===== config.mk =====
export PLATFORM = sky130hd
export DESIGN_NAME = pf_ccc_adc_lock_sequencer
export DESIGN_NICKNAME = d
export VERILOG_FILES = /design/src/rtl/pf_ccc_adc_lock_sequencer.sv
export SDC_FILE = /design/constraint.sdc
export NUM_CORES = 1
export LEC_CHECK = 0
export CAP_MARGIN = 20
export CORE_ASPECT_RATIO = 0.5
export CORE_MARGIN = 4
export CORE_UTILIZATION = 56
export CTS_CLUSTER_DIAMETER = 50
export DETAILED_ROUTE_END_ITERATION = 10
export PLACE_DENSITY = 0.89
export SYNTH_ARGS = -nofsm -noshare
export SYNTH_HDL_FRONTEND = slang
export SYNTH_SLANG_ARGS = --single-unit

===== constraint.sdc =====
create_clock -name CLK -period 2.4 [get_ports CLK]
set_input_delay 0.48 -clock CLK [delete_from_list [all_inputs] [get_ports CLK]]
set_output_delay 0.48 -clock CLK [all_outputs]
set_load 0.03 [all_outputs]

===== src/rtl/pf_ccc_adc_lock_sequencer.sv =====
// Power-up and lock supervisor for the PF_CCC_ADC fabric-clock PLL, clocked from the PLL reference clock.
// Define PF_CCC_ADC_LOCK_LOSS_CNT_EN to add the LOCK_LOSS_CNT output (RUN->PWRDN event counter).
module pf_ccc_adc_lock_sequencer #(
    parameter int unsigned PWRDN_CYCLES       = 16,
    parameter int unsigned LOCK_TIMEOUT       = 65535,
    parameter int unsigned LOCK_STABLE_CYCLES = 1024,
    parameter int unsigned MAX_RETRIES        = 3
) (
    input  logic       CLK,
    input  logic       RESET,
    input  logic       ENABLE,
    input  logic       PLL_LOCK,
    output logic       PLL_POWERDOWN_N,
    output logic       ADC_RESET_N,
    output logic       READY,
    output logic       FAULT,
`ifdef PF_CCC_ADC_LOCK_LOSS_CNT_EN
    output logic [7:0] LOCK_LOSS_CNT,
`endif
    output logic [7:0] RETRY_CNT,
    output logic [2:0] STATE
);

    localparam int unsigned CYC_MAX_A = (PWRDN_CYCLES > LOCK_TIMEOUT) ? PWRDN_CYCLES : LOCK_TIMEOUT;
    localparam int unsigned CYC_MAX   = (CYC_MAX_A > LOCK_STABLE_CYCLES) ? CYC_MAX_A : LOCK_STABLE_CYCLES;
    localparam int unsigned CNT_W     = $clog2(CYC_MAX) + 1;

    localparam logic [CNT_W-1:0] PWRDN_LAST   = CNT_W'(PWRDN_CYCLES - 1);
    localparam logic [CNT_W-1:0] TIMEOUT_LAST = CNT_W'(LOCK_TIMEOUT - 1);
    localparam logic [CNT_W-1:0] STABLE_LAST  = CNT_W'(LOCK_STABLE_CYCLES - 1);

    typedef enum logic [2:0] {
        S_OFF       = 3'd0,
        S_PWRDN     = 3'd1,
        S_WAIT_LOCK = 3'd2,
        S_STABLE    = 3'd3,
        S_RUN       = 3'd4,
        S_FAULT     = 3'd5
    } state_t;

    state_t           state;
    state_t           state_n;
    logic [CNT_W-1:0] cnt;
    logic [CNT_W-1:0] cnt_n;
    logic [7:0]       retry_n;
    logic             lock_m;
    logic             lock_s;
    logic             retry_left;
    logic [7:0]       retry_inc;

    assign retry_left = ({1'b0, RETRY_CNT} + 9'd1) < 9'(MAX_RETRIES);
    assign retry_inc  = (RETRY_CNT < 8'(MAX_RETRIES)) ? RETRY_CNT + 8'd1 : RETRY_CNT;

    // Next-state, counter and retry bookkeeping; ENABLE=0 overrides every state.
    always_comb begin
        state_n = state;
        cnt_n   = cnt;
        retry_n = RETRY_CNT;
        if (!ENABLE) begin
            state_n = S_OFF;
            cnt_n   = '0;
            retry_n = '0;
        end else begin
            case (state)
                S_OFF: begin
                    state_n = S_PWRDN;
                    cnt_n   = '0;
                end
                S_PWRDN: begin
                    if (cnt == PWRDN_LAST) begin
                        state_n = S_WAIT_LOCK;
                        cnt_n   = '0;
                    end else begin
                        cnt_n = cnt + CNT_W'(1);
                    end
                end
                S_WAIT_LOCK: begin
                    if (lock_s) begin
                        state_n = S_STABLE;
                        cnt_n   = '0;
                    end else if (cnt == TIMEOUT_LAST) begin
                        state_n = retry_left ? S_PWRDN : S_FAULT;
                        cnt_n   = '0;
                        retry_n = retry_inc;
                    end else begin
                        cnt_n = cnt + CNT_W'(1);
                    end
                end
                S_STABLE: begin
                    if (!lock_s) begin
                        state_n = S_WAIT_LOCK;
                        cnt_n   = '0;
                    end else if (cnt == STABLE_LAST) begin
                        state_n = S_RUN;
                        cnt_n   = '0;
                    end else begin
                        cnt_n = cnt + CNT_W'(1);
                    end
                end
                S_RUN: begin
                    if (!lock_s) begin
                        state_n = S_PWRDN;
                        cnt_n   = '0;
                        retry_n = '0;
                    end
                end
                S_FAULT: begin
                    state_n = S_FAULT;
                end
                default: begin
                    state_n = S_OFF;
                    cnt_n   = '0;
                    retry_n = '0;
                end
            endcase
        end
    end

    // State, lock synchroniser and outputs decoded from the next state so they land with it.
    always_ff @(posedge CLK) begin
        if (RESET) begin
            state           <= S_OFF;
            cnt             <= '0;
            lock_m          <= 1'b0;
            lock_s          <= 1'b0;
            RETRY_CNT       <= '0;
            PLL_POWERDOWN_N <= 1'b0;
            ADC_RESET_N     <= 1'b0;
            READY           <= 1'b0;
            FAULT           <= 1'b0;
        end else begin
            lock_m          <= PLL_LOCK;
            lock_s          <= lock_m;
            state           <= state_n;
            cnt             <= cnt_n;
            RETRY_CNT       <= retry_n;
            PLL_POWERDOWN_N <= (state_n == S_WAIT_LOCK) || (state_n == S_STABLE) || (state_n == S_RUN);
            ADC_RESET_N     <= (state_n == S_RUN);
            READY           <= (state_n == S_RUN);
            FAULT           <= (state_n == S_FAULT);
        end
    end

    assign STATE = state;

`ifdef PF_CCC_ADC_LOCK_LOSS_CNT_EN
    // Counts lock losses while running; survives ENABLE=0, cleared only by RESET.
    always_ff @(posedge CLK) begin
        if (RESET) begin
            LOCK_LOSS_CNT <= '0;
        end else if (ENABLE && (state == S_RUN) && !lock_s && (LOCK_LOSS_CNT != 8'hFF)) begin
            LOCK_LOSS_CNT <= LOCK_LOSS_CNT + 8'd1;
        end
    end
`endif

endmodule

==> results of run 1 <==
## cell usage in the layout, fill, tap and decap left out, drive strengths merged, types with 2 or more instances in the layout
master and count:
nand2 17, a41oi 3, clkbuf 7, ha 3, a21boi 3, nor2 23
and4b 3, or4 2, nand3 12, xnor2 3, and3 5, and4 3
or3b 2, nor4 6, nor2b 6, nand2b 3, dfxtp 33, nor3 9
a22o 3, o31a 2, a21o 2, nor3b 5, o21ai 7, nand3b 2
clkdlybuf4s50 18, inv 4, a21oi 5, buf 15, nand4 5, and2 6
a31oi 12, or3 2
## flip-flops by register name (all words and copies together), names as in the netlist
signal	cells
cnt	17
RETRY_CNT	8
STATE	3
FAULT	1
PLL_POWERDOWN_N	1
READY	1
lock_m	1
lock_s	1
## worst paths after layout
| check | startpoint | end | slack, ps | depth (start not counted) |
|---|---|---|---|---|
| worst min register to register | lock_m | lock_s | 460 | 1 |
| worst max register to register | cnt[5] | cnt[15] | 100 | 6 |
| worst min-delay path | lock_m | lock_s | 460 | 1 |
| worst max-delay path | cnt[5] | cnt[15] | 100 | 6 |
## cell families after synthesis
| logic type | Yosys count | share of synthesized area, % |
|---|---|---|
| buffers and inverters | 15 | 4.62 |
| xor gates and xnor gates | 3 | 1.47 |
| DFF | 33 | 37.0 |
| AOI/OAI and AO/OA | 46 | 17.9 |
| and+or+nand+nor | 114 | 36.4 |
| muxes | 1 | 0.561 |
| adders and majority gates | 3 | 2.10 |
## worst max-delay path: stages (launching register included)
cell and delay [ps]:
sky130_fd_sc_hd__dfxtp_1 460, sky130_fd_sc_hd__nand4_2 150, sky130_fd_sc_hd__or4_4 590, sky130_fd_sc_hd__nor3b_4 190, sky130_fd_sc_hd__o31a_2 450, sky130_fd_sc_hd__a21o_1 180
sky130_fd_sc_hd__a22o_1 170
## power by group through the flow
stage          Sequential (W)  Combinational, W  Clock, W
2_1_floorplan        0.000569         0.0000262         0
3_3_place_gp         0.000568         0.0000448         0
3_5_place_dp         0.000568         0.0000466         0
4_1_cts              0.000555         0.0000469  0.000470
5_1_grt              0.000556         0.0000550  0.000507
6_report             0.000555         0.0000512  0.000468
## routing by layer
layer  wire, µm  vias up  part of all wire, %
li1           -      869                    -
met1       2030      854                   44
met2       2020       88                   44
met3        434       18                  9.4
met4        142        0                  3.1
met5          0        -                    0
## layout make-up
cell class	instances	area [µm²]	share of cell area, %
Multi-Input combinational cell	168	1080	49.0
Sequential cell	33	661	30.1
Timing Repair Buffer	33	293	13.3
Clock buffer	7	96.3	4.39
Tap cell	40	50.0	2.28
Inverter	4	15.0	0.684
Clock inverter	1	5.00	0.228
## synthesized netlist by cell type, drive strengths merged (4+ instances only)
library cell / n
a21oi: 5
a31oi: 12
and2: 6
and3: 5
buf: 6
clkbuf: 5
dfxtp: 33
inv: 4
nand2: 17
nand3: 12
nand4: 5
nor2: 23
nor2b: 6
nor3: 9
nor3b: 5
nor4: 6
o21ai: 7
## per-stage QoR
step / utilization [%] / worst slack (ps) / total power (W) / hold WS, ps
after floorplan: - / 225 / 0.000595 / 414
after global placement: 68.0 / 105 / 0.000613 / 419
after detailed placement: 68.0 / 36.4 / 0.000614 / 444
after CTS: 71.3 / 12.0 / 0.00107 / 457
after global routing: 72.5 / -5.82 / 0.00112 / 478
final: 72.5 / 97.2 / 0.00107 / 456
==> metrics.log, run 1 <==
INFO  metric coreArea = 3030 µm²
INFO  metric period_utilization_post_route = 96.0%
INFO  metric grt_first_pass_wirelength = 7330 µm
INFO  metric ir_worst_vdd = between 0.2 and 0.3 mV
INFO  metric power.share.sequential = 51.7%
INFO  metric power_share_of_the_clock_group = 43.5%
INFO  metric drt-initial-drc-count = 145
INFO  metric numClockSinks = 33
INFO  metric cell_total_after_placement = 277
INFO  metric route.final.wire_length = 4630 µm
INFO  metric die_h = 47.9 µm
INFO  metric dpl_cell_area = 2060 µm²
INFO  metric netSwitchingPower = 0.000241 W
INFO  metric setup-violations-final = 0
INFO  metric finalNonFillerCells = between 200 and 300
INFO  metric netlist_top_cells_area = sky130_fd_sc_hd__dfxtp_1, sky130_fd_sc_hd__nor2_1, sky130_fd_sc_hd__a31oi_1, sky130_fd_sc_hd__nand2_1, sky130_fd_sc_hd__nand3_1
INFO  metric clkLatencyLatePin = 290 ps
INFO  metric wire_per_inst = ~16 µm
INFO  metric critical_path_class = reg2reg
INFO  metric post_cts_hold_buffer_count = 0
INFO  metric ys_ff_latch = 33
INFO  metric critical_path.endpoint_type = flop
INFO  metric tritoncts_clock_tree = done
INFO  metric power.internal = between 0.0008 and 0.0009 W
INFO  metric synth-edff-count = 0
INFO  metric post-synth-top-area-fraction = approximately 37%
INFO  metric clock-skew-final = 3.03 ps
INFO  metric ant_nets = 0
INFO  metric top_level_pins = 19
INFO  metric drc = 0
INFO  metric synth_flop_cell = sky130_fd_sc_hd__dfxtp_1
INFO  metric htree_levels = 2
INFO  metric min_period = between 2000 and 2500 ps
INFO  metric max-slew-margin-rel = 67.0%
INFO  metric hold_class = reg2reg
INFO  metric clock.fmax = 0.434 GHz
INFO  metric syn-cell-area = 1790 µm²
INFO  metric timing.final.hold_violations = 0
INFO  metric grt.overflow.total = 0
INFO  metric post_drt_via_cell_ratio = 6.40
INFO  metric detailedPlacementHpwl = between 3000 and 4000 µm
INFO  metric finalWeightedCongestion = 0.898
INFO  metric clkSlewWorstSetupHoldPaths = 70 ps
INFO  metric synthToLayoutAreaGrowth = 23.0%
INFO  metric antenna_found_initial = 0
INFO  metric timing.max_cap.violations = 0
INFO  metric num_rows = 14
INFO  metric first_global_vias = 1564
INFO  metric die_x = 87.9 µm
INFO  metric initial_core_util = 58.9%
INFO  metric yosysSeqAreaShare = 37.0%
INFO  metric post_synthesis_average_cell_area = between 8 and 9 µm²
INFO  metric n_antenna_cell = 0
INFO  metric grt_max_degree = 20
INFO  metric num_vias = 1829
INFO  metric buffer_ports.inserted = 18
INFO  metric cts_repair_resize_count = 0
INFO  metric yosys_warnings = 0
INFO  metric global_route.usage.met2 = 36.2%
INFO  metric arrival = 2480 ps
INFO  metric cp.required = between 2000 and 3000 ps
INFO  metric synthCells = 215
INFO  metric synth_top_area_cell = sky130_fd_sc_hd__dfxtp_1
INFO  metric leakage = 0.827 nW
INFO  metric synthesis.nets = between 200 and 250
INFO  metric setup-tns-final = 0 ps
INFO  metric final_area = ~2200 µm²
INFO  metric clk_root_buffer_cell = sky130_fd_sc_hd__clkbuf_8
INFO  metric dr.pass1.iters = 5
INFO  metric path_max_fanout = 10
INFO  metric async_reset_ff_share = 0%
INFO  metric fp.dieArea = around 4200 µm²
INFO  metric drive_above_1_share = 14.2%
INFO  metric p_comb_share = 4.8%
INFO  metric power.density = 489 nW/µm²
INFO  metric cts_setup_buffers = 0
INFO  metric filler_cell_count = 208
INFO  metric worstSetupStartpointType = flop
INFO  metric grt.total_usage = 22.8%
INFO  metric run_status = finished, final reports clean
INFO  metric synth.distinct_cells = 51
INFO  metric worst-slew-pin-transition = just under 500 ps
INFO  metric groute.layer.met1.usage = around 30%
INFO  metric drv_slew = 0
INFO  metric switching_share = 22.5%
INFO  metric cts_made_buffers = 5
INFO  metric cts_buffer_depth = 2
INFO  metric grt_use_met3 = just under 7%
INFO  metric fin_nets = 252
INFO  metric grt_busiest_layer = met2
(Power assumes the default switching activity.)
==> run 2: changes to the inputs <==
--- a/config.mk
+++ b/config.mk
@@ -5,6 +5,7 @@
 export SDC_FILE = /design/constraint.sdc
 export NUM_CORES = 1
 export LEC_CHECK = 0
+export ABC_CLOCK_PERIOD_IN_PS = 2400
 export CAP_MARGIN = 20
 export CORE_ASPECT_RATIO = 0.5
 export CORE_MARGIN = 4
==> results of run 2 <==
Final layout, timing and power as in run 1 (identical DEF).
